==> src/rtl/apb_gpio_ng_pkg.sv <==
// apb_gpio_ng shared definitions
// register offsets, CTRL bits and address decode
package apb_gpio_ng_pkg;

  localparam logic [31:0] OFS_IN    = 32'h00;
  localparam logic [31:0] OFS_OUT   = 32'h04;
  localparam logic [31:0] OFS_OE    = 32'h08;
  localparam logic [31:0] OFS_INTE  = 32'h0C;
  localparam logic [31:0] OFS_PTRIG = 32'h10;
  localparam logic [31:0] OFS_NTRIG = 32'h14;
  localparam logic [31:0] OFS_INTS  = 32'h18;
  localparam logic [31:0] OFS_CTRL  = 32'h1C;
  localparam logic [31:0] OFS_DBNC  = 32'h20;

  localparam int CTRL_IE = 0;

  typedef enum logic [3:0] {
    SEL_IN,
    SEL_OUT,
    SEL_OE,
    SEL_INTE,
    SEL_PTRIG,
    SEL_NTRIG,
    SEL_INTS,
    SEL_CTRL,
    SEL_DBNC,
    SEL_NONE
  } reg_sel_e;

  function automatic reg_sel_e decode(
    input logic [31:0] a
  );
    reg_sel_e s;
    unique case (1'b1)
      (a == OFS_IN):    s = SEL_IN;
      (a == OFS_OUT):   s = SEL_OUT;
      (a == OFS_OE):    s = SEL_OE;
      (a == OFS_INTE):  s = SEL_INTE;
      (a == OFS_PTRIG): s = SEL_PTRIG;
      (a == OFS_NTRIG): s = SEL_NTRIG;
      (a == OFS_INTS):  s = SEL_INTS;
      (a == OFS_CTRL):  s = SEL_CTRL;
      (a == OFS_DBNC):  s = SEL_DBNC;
      default:          s = SEL_NONE;
    endcase
    return s;
  endfunction

endpackage

==> src/rtl/apb_gpio_ng_dbnc_cell.sv <==
// gpio_dbnc_cell: one pin of the input path
// 2-flop sync, debounce filter, edge detect
module gpio_dbnc_cell #(
  parameter int DBW = 8
) (
  input  logic           clk_i,
  input  logic           rst_ni,
  input  logic           pad_i,
  input  logic [DBW-1:0] limit_i,
  output logic           filt_o,
  output logic           rise_o,
  output logic           fall_o
);

  logic           sync1_q;
  logic           sync2_q;
  logic           filt_q;
  logic           filt_d;
  logic           fdly_q;
  logic [DBW-1:0] cnt_q;
  logic [DBW-1:0] cnt_d;

  // filt flips once sync2 has disagreed for limit+1 cycles
  always_comb begin
    cnt_d  = cnt_q;
    filt_d = filt_q;
    if (sync2_q == filt_q) begin
      cnt_d = '0;
    end else if (cnt_q >= limit_i) begin
      filt_d = sync2_q;
      cnt_d  = '0;
    end else if (cnt_q != '1) begin
      cnt_d = cnt_q + DBW'(1);
    end
  end

  // sync chain, filter state and delayed filt
  always_ff @(posedge clk_i) begin
    if (!rst_ni) begin
      sync1_q <= 1'b0;
      sync2_q <= 1'b0;
      filt_q  <= 1'b0;
      fdly_q  <= 1'b0;
      cnt_q   <= '0;
    end else begin
      sync1_q <= pad_i;
      sync2_q <= sync1_q;
      filt_q  <= filt_d;
      fdly_q  <= filt_q;
      cnt_q   <= cnt_d;
    end
  end

  assign filt_o = filt_q;
  assign rise_o = filt_q & ~fdly_q;
  assign fall_o = ~filt_q & fdly_q;

endmodule

==> src/rtl/apb_gpio_ng.sv <==
// apb_gpio_ng: APB GPIO slave top
// register file, decode, interrupt status, IRQ
module apb_gpio_ng
  import apb_gpio_ng_pkg::*;
#(
  parameter int NGPIO = 32,
  parameter int DBW   = 8,
  parameter int AW    = 8
) (
  input  logic             PCLK,
  input  logic             PRESETn,
  input  logic             PSEL,
  input  logic             PENABLE,
  input  logic             PWRITE,
  input  logic [31:0]      PADDR,
  input  logic [31:0]      PWDATA,
  output logic [31:0]      PRDATA,
  output logic             PREADY,
  output logic             PSLVERR,
  input  logic [NGPIO-1:0] gpio_i,
  output logic [NGPIO-1:0] gpio_o,
  output logic [NGPIO-1:0] gpio_oe,
  output logic             IRQ
);

  localparam logic [31:0] AMASK =
    (AW >= 32) ? 32'hFFFF_FFFF
               : ((32'd1 << AW) - 32'd1);

  logic [NGPIO-1:0] out_q,   out_d;
  logic [NGPIO-1:0] oe_q,    oe_d;
  logic [NGPIO-1:0] inte_q,  inte_d;
  logic [NGPIO-1:0] ptrig_q, ptrig_d;
  logic [NGPIO-1:0] ntrig_q, ntrig_d;
  logic [NGPIO-1:0] ints_q,  ints_d;
  logic             ctrl_q,  ctrl_d;
  logic [DBW-1:0]   dbnc_q,  dbnc_d;
  logic             irq_q,   irq_d;

  logic [NGPIO-1:0] filt;
  logic [NGPIO-1:0] rise;
  logic [NGPIO-1:0] fall;
  logic [NGPIO-1:0] ev_set;
  logic [NGPIO-1:0] ev_clr;
  logic [31:0]      rdata;
  logic             wr_en;
  logic             rd_en;
  reg_sel_e         sel;

  assign sel   = decode(PADDR & AMASK);
  assign wr_en = PSEL & PENABLE & PWRITE;
  assign rd_en = PSEL & PENABLE & ~PWRITE;

  for (genvar g = 0; g < NGPIO; g++) begin : g_pin
    gpio_dbnc_cell #(
      .DBW(DBW)
    ) u_cell (
      .clk_i  (PCLK),
      .rst_ni (PRESETn),
      .pad_i  (gpio_i[g]),
      .limit_i(dbnc_q),
      .filt_o (filt[g]),
      .rise_o (rise[g]),
      .fall_o (fall[g])
    );
  end

  assign ev_set = inte_q
                & ((rise & ptrig_q)
                 | (fall & ntrig_q));

  // register writes; a new event beats a same-cycle clear
  always_comb begin
    out_d   = out_q;
    oe_d    = oe_q;
    inte_d  = inte_q;
    ptrig_d = ptrig_q;
    ntrig_d = ntrig_q;
    ctrl_d  = ctrl_q;
    dbnc_d  = dbnc_q;
    ev_clr  = '0;
    if (wr_en) begin
      unique case (sel)
        SEL_OUT:   out_d   = PWDATA[NGPIO-1:0];
        SEL_OE:    oe_d    = PWDATA[NGPIO-1:0];
        SEL_INTE:  inte_d  = PWDATA[NGPIO-1:0];
        SEL_PTRIG: ptrig_d = PWDATA[NGPIO-1:0];
        SEL_NTRIG: ntrig_d = PWDATA[NGPIO-1:0];
        SEL_INTS:  ev_clr  = PWDATA[NGPIO-1:0];
        SEL_CTRL:  ctrl_d  = PWDATA[CTRL_IE];
        SEL_DBNC:  dbnc_d  = PWDATA[DBW-1:0];
        default:   ;
      endcase
    end
    ints_d = (ints_q & ~ev_clr) | ev_set;
    irq_d  = ctrl_q & (|ints_q);
  end

  // register state
  always_ff @(posedge PCLK) begin
    if (!PRESETn) begin
      out_q   <= '0;
      oe_q    <= '0;
      inte_q  <= '0;
      ptrig_q <= '0;
      ntrig_q <= '0;
      ints_q  <= '0;
      ctrl_q  <= 1'b0;
      dbnc_q  <= '0;
      irq_q   <= 1'b0;
    end else begin
      out_q   <= out_d;
      oe_q    <= oe_d;
      inte_q  <= inte_d;
      ptrig_q <= ptrig_d;
      ntrig_q <= ntrig_d;
      ints_q  <= ints_d;
      ctrl_q  <= ctrl_d;
      dbnc_q  <= dbnc_d;
      irq_q   <= irq_d;
    end
  end

  // read mux, zero-extended to the bus width
  always_comb begin
    rdata = '0;
    unique case (sel)
      SEL_IN:    rdata[NGPIO-1:0] = filt;
      SEL_OUT:   rdata[NGPIO-1:0] = out_q;
      SEL_OE:    rdata[NGPIO-1:0] = oe_q;
      SEL_INTE:  rdata[NGPIO-1:0] = inte_q;
      SEL_PTRIG: rdata[NGPIO-1:0] = ptrig_q;
      SEL_NTRIG: rdata[NGPIO-1:0] = ntrig_q;
      SEL_INTS:  rdata[NGPIO-1:0] = ints_q;
      SEL_CTRL:  rdata[CTRL_IE]   = ctrl_q;
      SEL_DBNC:  rdata[DBW-1:0]   = dbnc_q;
      default:   ;
    endcase
  end

  assign PRDATA  = (PRESETn & rd_en) ? rdata : '0;
  assign PSLVERR = PRESETn & PSEL & PENABLE
                 & (sel == SEL_NONE);
  assign PREADY  = 1'b1;
  assign gpio_o  = out_q;
  assign gpio_oe = oe_q;
  assign IRQ     = irq_q;

endmodule

==> config.mk <==
export PLATFORM = sky130hd
export DESIGN_NAME = apb_gpio_ng
export DESIGN_NICKNAME = d
export VERILOG_FILES = /design/src/rtl/apb_gpio_ng_pkg.sv /design/src/rtl/apb_gpio_ng_dbnc_cell.sv /design/src/rtl/apb_gpio_ng.sv
export SDC_FILE = /design/constraint.sdc
export NUM_CORES = 1
export LEC_CHECK = 0
export ABC_AREA = 1
export CORE_UTILIZATION = 50
export DETAILED_ROUTE_END_ITERATION = 6
export PLACE_DENSITY_LB_ADDON = 0.05
export SYNTH_ARGS = -nofsm -noshare
export SYNTH_HDL_FRONTEND = slang
export SYNTH_SLANG_ARGS = --single-unit
==> constraint.sdc <==
create_clock -name PCLK -period 3.7 [get_ports PCLK]
set_input_delay 0.555 -clock PCLK [delete_from_list [all_inputs] [get_ports PCLK]]
set_output_delay 0.555 -clock PCLK [all_outputs]
set_load 0.02 [all_outputs]
# After elaboration in Yosys (flattened, before gate mapping)
# Cells that the tools add are included.
word_totals:
  elab_cells: 572
  in_bits: 101
  register_bits: 586
  out_inout_bits: 99
classes:
  n_addsub: 32
  order_cmp: 32
  mux: 7
  n_eq_ne: 81
  n_bitwise: 177
  reduce_logical: 74
ops:
  columns: ["cell", "n"]
  rows:
  - ["$add A8 B1 Y8 const B", 32]
  - ["$ge A8 B8 Y1", 32]
  - ["$ne A8 B8 Y1 const B", 32]
  - ["$pmux W24 S7", 1]
  - ["$and A32 B32 Y32", 4]
  - ["$not A1 Y1", 98]
  - ["$mux W32", 3]
  - ["$reduce_or A3 Y1", 32]
  - ["$reduce_and A2 Y1", 39]
  - ["$and A1 B1 Y1", 72]
  - ["$or A32 B32 Y32", 2]
  - ["$pmux W7 S8", 1]
  - ["$pmux W4 S9", 1]
  - ["$eq A1 B1 Y1", 32]
  - ["$eq A8 B5 Y1 const B", 4]
  - ["$logic_not A32 Y1", 1]
  - ["$not A32 Y32", 1]
  - ["$reduce_or A32 Y1", 1]
  - ["$eq A4 B3 Y1 const B", 4]
  - ["$eq A8 B4 Y1 const B", 2]
  - ["$pmux W1 S9", 1]
  - ["$eq A4 B2 Y1 const B", 2]
  - ["$eq A4 B4 Y1 const B", 2]
  - ["$eq A8 B3 Y1 const B", 1]
  - ["other kinds (3)", 3]

# Depth between registers and ports, before layout
depth:
  ltp_word: 8
  ltp_mapped: 13
  ltp_nobuf: 12

# Cells and area by module
# From an unflattened synthesis, not the netlist that was laid out.
unflattened:
  hier_cells: 4989
  hier_area_um2: 35541.6
modules_own_cells:
  columns: ["mod", "instances", "seq_area_each_um2", "cells_each", "area_per_inst_um2"]
  rows:
  - ["gpio_dbnc_cell (g_pin[0].u_cell ...)", 31, 240.2, 112, 795.8]
  - ["apb_gpio_ng", 1, 4043.9, 1408, 10094.7]
  - ["gpio_dbnc_cell (g_pin[8].u_cell)", 1, 240.2, 109, 778.2]

# Worst setup path after synthesis
# OpenSTA, ideal clock, no wires.
synth_timing:
  kind: "input-to-output"
  start: "in PADDR[1]"
  end: "out PRDATA[16]"
  arrival_time_ns: 1.947
  path_slack_ns: 1.198
  stages: 12
  n_path_buf: 1
  required_time_ns: 3.145
  path_cell_list: "nor2_4 > inv_4 > nor2_4 > nand2_2 > nor2_2 > buf_2 > nand3_1 > o21ai_0 > inv_1 > nand3_1 > nor2_1 > nor2_1"
synth_via:
  elab_chain_cells: 5
  word_cells_on_any_way: 19
  classes_between: "14 x eq/ne; 3 x mux; 2 x reduce/logical"
synth_rtl:
  columns: ["element", "line", "rtl"]
  rows:
  - ["start: declaration", "apb_gpio_ng.sv:15", "input logic [31:0] PADDR,"]
  - ["$logic_not A32 Y1, or another cell as far along", "apb_gpio_ng_pkg.sv:35", "(a == OFS_IN): s = SEL_IN;"]
  - ["$pmux W4 S9 (*)", "apb_gpio_ng_pkg.sv:34", "unique case (1'b1)"]
  - ["$eq A4 B3 Y1, or another cell as far along", "apb_gpio_ng.sv:127", "unique case (sel)"]
  - ["$pmux W24 S7 (*)", "apb_gpio_ng.sv:127", null]
  - ["$mux W32 (*)", "apb_gpio_ng.sv:141", "assign PRDATA = (PRESETn & rd_en) ? rdata : '0;"]
  - ["end: declaration", "apb_gpio_ng.sv:17", "output logic [31:0] PRDATA,"]
# Mark *: on every way between the ends. The rest lies on a longest branch, timed or not.

# Worst setup path after layout
layout_timing:
  start: "in PADDR[7]"
  end: "out PRDATA[6]"
layout_via:
  elab_chain_cells: 5
  word_cells_on_any_way: 20
  classes_between: "15 x eq/ne; 3 x mux; 2 x reduce/logical"
layout_rtl:
  columns: ["element", "line"]
  rows:
  - ["$logic_not A32 Y1, or another cell as far along", "apb_gpio_ng_pkg.sv:35"]
  - ["$pmux W4 S9 (*)", "apb_gpio_ng_pkg.sv:34"]
  - ["$eq A4 B4 Y1, or another cell as far along", "apb_gpio_ng.sv:127"]
  - ["$pmux W7 S8 (*)", "apb_gpio_ng.sv:127"]
  - ["$mux W32 (*)", "apb_gpio_ng.sv:141"]
# Marks and branches as above.

==> flow_summary.toml <==
[synthesis]
ys_ff_latch = 586
synth_enable_flop_cells = 0
synthesis.area_per_instance_sq_um = 7.42
synth_most_common_cell = "sky130_fd_sc_hd__nand2_1"
netlist_top_cells_count = "sky130_fd_sc_hd__nand2_1, sky130_fd_sc_hd__dfxtp_1, sky130_fd_sc_hd__inv_1"
synth.largest_area_cell = "sky130_fd_sc_hd__dfxtp_1"
postSynthNetCount = 4538
syn_inst_count = 4149
yosysWarnings = 0
portion_of_synthesized_cell_area_occupied_by_the_leading_cell_type_pct = 38.1
synth_area_sq_um = 30800
synth_seq_area_share_pct = 38.1
synthArstFlopShare_pct = 0
primary_ff_master_synth = "sky130_fd_sc_hd__dfxtp_1"
synth.top_cells.by_area = "sky130_fd_sc_hd__dfxtp_1, sky130_fd_sc_hd__ha_1, sky130_fd_sc_hd__nand2_1"
distinct_cell_type_count_of_the_synthesized_netlist = 42

[final_layout]
drive_gt1_share_pct = 5.69
antenna_cells_inserted = 0
layout-area-overhead-vs-synth_pct = 18.0
nets = 4762
final_core_utilization_pct = 59.9

[placement]
io_buffers = 174
place_hpwl_mm = 61.1
place_congestion = 0.863

[floorplan]
design.portCount = 200
core_area_sq_um = 60600
fp.dieArea_sq_um = 62500
die_w_microns = 250
die-height_microns = 250
number_of_placement_rows = 90
initial_core_utilization_pct = 50.8

[routing]
totalWireLength_mm = 89.1
post-route-drc-count = 2
ant_nets = 0
drt_pass1_iterations = 7
via_per_inst = 5.39
route.vias.total = 28100
routedWlPerCell_microns = 17.1
drtIter0Drc = 1915

[cts]
cts_resized = 4
htree_num_levels = 3
cts_setup_buffers = 0
worst_setup_hold_path_clk_slew_ns = 0.05
holdBufCountCts = 0
clockRootBuffer = "sky130_fd_sc_hd__clkbuf_16"
clk-insertion-delay-late_ns = 0.61
cts_tree = "yes"
tritoncts.num_buffers = 69
clock_sinks = 586
cts-root-to-sink-buffers = 3

[grt]
antenna_violations_before_repair = 3
grt_max_degree = 152
grt_pass1_vias = 26500
grt_overflow_total = 0
global_route_wire_length_before_repair_mm = 142
grt.total_usage_pct = 28.4

[worst_setup_path]
worstPathMaxFanout = 12
cp_data_required_time_ns = 3.14
timing.reg2reg.worst_path_depth = 9
crit-reg2reg-launch = "dbnc_q[3]"
setup.worst_path.end_class = "output port"
worst_setup_path_startpoint = "PADDR[7]"
crit_path_start_kind = "input port"
cp.arrival_ns = 3.03
timing.setup.critical_path_class = "in -> out"

[pwr]
power.density_nw_per_um2 = 378
power.switching_fraction_pct = 21.9
power.share.combinational_pct = 2.9
ir_drop_mv = 0.280
total_leakage_power_nw = 15.5
seq_power_share_pct = 46.5
power.switching_w = 0.00301
p_int_w = 0.0107
share_clk_of_total_power_pct = 50.6

[sta]
max_slew.worst_pin.slew_ns = 1.03
grt_setup_unrepaired = "false"
final_max_slew_viol_count = 0
fin_hold_ws_ns = 0.414
final_setup_viols = 0
maxClockFrequency_mhz = 279
finalWorstPathRequiredPeriod_ns = 3.58
finClkSkew_ns = 0.0213
max-slew-margin-rel_pct = 30.9
final.period_utilization_pct = 96.8
hold_viol_final = 0

[min_path]
min_path_type = "reg -> reg"
hold_path_startpoint = "g_pin[24].u_cell.sync1_q"
worst_hold_path.num_cells = 2

[status]
violations_in_the_final_reports = "DRC"
status = "finished with violations"

[run]
cap_violations = 0
-- layout by cell type, fill, tap and decap left out, types with 73 or more instances in the layout --
cell / count
sky130_fd_sc_hd__inv_1: 492
sky130_fd_sc_hd__o21ai_0: 249
sky130_fd_sc_hd__ha_1: 288
sky130_fd_sc_hd__nand2_1: 751
sky130_fd_sc_hd__nand3_1: 224
sky130_fd_sc_hd__clkbuf_16: 73
sky130_fd_sc_hd__nand4_1: 116
sky130_fd_sc_hd__dfxtp_1: 585
sky130_fd_sc_hd__a21oi_1: 463
sky130_fd_sc_hd__buf_4: 75
sky130_fd_sc_hd__clkdlybuf4s50_1: 144
sky130_fd_sc_hd__nor2_1: 448
sky130_fd_sc_hd__xor2_1: 110
-- flip-flops by register name (all words and copies together) (netlist names) --
| name | cells |
|---|---|
| g_pin.u_cell.cnt_q | 256 |
| g_pin.u_cell.filt_o | 32 |
| ntrig_q | 32 |
| ints_q | 32 |
| g_pin.u_cell.sync1_q | 32 |
| gpio_o | 32 |
| g_pin.u_cell.fdly_q | 32 |
| ptrig_q | 32 |
| inte_q | 32 |
| IRQ | 1 |
| gpio_oe | 32 |
| g_pin.u_cell.sync2_q | 32 |
| dbnc_q | 8 |
| ctrl_q | 1 |
-- final timing paths --
check	to	slack [ns]
setup / recovery	PRDATA[6]	0.12
hold / removal	g_pin[24].u_cell.sync2_q	0.41
setup reg to reg	g_pin[24].u_cell.cnt_q[1]	1.02
hold reg to reg	g_pin[24].u_cell.sync2_q	0.41
-- per-layer routing --
metal / routed length, microns / track usage (%) / vias to the layer above
met1: 42100 / 39.4 / 12900
li1: - / - / 14300
met4: 2520 / 9.15 / 0
met2: 39300 / 45.6 / 750
met5: 0 / 0 / -
met3: 5180 / 3.75 / 159
-- cell families after synthesis --
group / count (synthesis) / share of synthesized area, %
AND/OR/NAND/NOR: 1678 / 23.8
other: 1 / 0.0122
buffers and inverters: 629 / 7.94
AO/OA/AOI/OAI: 819 / 14.2
adder cells (fa/ha/maj): 288 / 11.7
XOR/XNOR: 148 / 4.21
flip-flops: 586 / 38.1
-- worst max-delay path: stages --
cell and delay [ns]:
sky130_fd_sc_hd__clkdlybuf4s50_1 0.44, sky130_fd_sc_hd__nor2_4 0.18, sky130_fd_sc_hd__nand2_2 0.10, sky130_fd_sc_hd__nor2_4 0.10, sky130_fd_sc_hd__buf_4 0.12, sky130_fd_sc_hd__nand2_1 0.06
sky130_fd_sc_hd__nand3_2 0.11, sky130_fd_sc_hd__nand3_2 0.11, sky130_fd_sc_hd__nor2_4 0.15, sky130_fd_sc_hd__buf_12 0.17, sky130_fd_sc_hd__nand2_1 0.07, sky130_fd_sc_hd__nand4_1 0.09
sky130_fd_sc_hd__nand2_1 0.09, sky130_fd_sc_hd__inv_1 0.08, sky130_fd_sc_hd__clkdlybuf4s50_1 0.59
-- stage by stage --
stage          setup TNS, ns  instances  total power (W)  cell area, sq um  worst slack [ns]
2_1_floorplan              0       4149          0.00670             30800              1.20
3_3_place_gp         -0.0179       5084          0.00692             33900          -0.00923
3_5_place_dp         -0.0247       5084          0.00693             33900           -0.0143
4_1_cts                    0       5207           0.0139             36200            0.0109
5_1_grt                    0       5207           0.0142             36300           0.00339
6_report                   0       5207           0.0137             36300             0.120
-- power groups by stage --
stage | registers [W] | clock network (W) | logic (W)
floorplan | 0.00652 | 0 | 0.000178
global placement | 0.00653 | 0 | 0.000390
detailed placement | 0.00653 | 0 | 0.000394
CTS | 0.00639 | 0.00707 | 0.000396
global route | 0.00640 | 0.00733 | 0.000435
finish | 0.00639 | 0.00695 | 0.000399
-- cell type report --
cell class / count / area (sq um)
fillers: 5633 / 24300
repair buffers: 266 / 2710
inverters: 516 / 1950
flip-flops and latches: 586 / 11700
multi-input cells: 2934 / 16600
clock inverters: 23 / 246
clock buffers: 100 / 2070
well taps: 782 / 978
(Power assumes the default switching activity.)
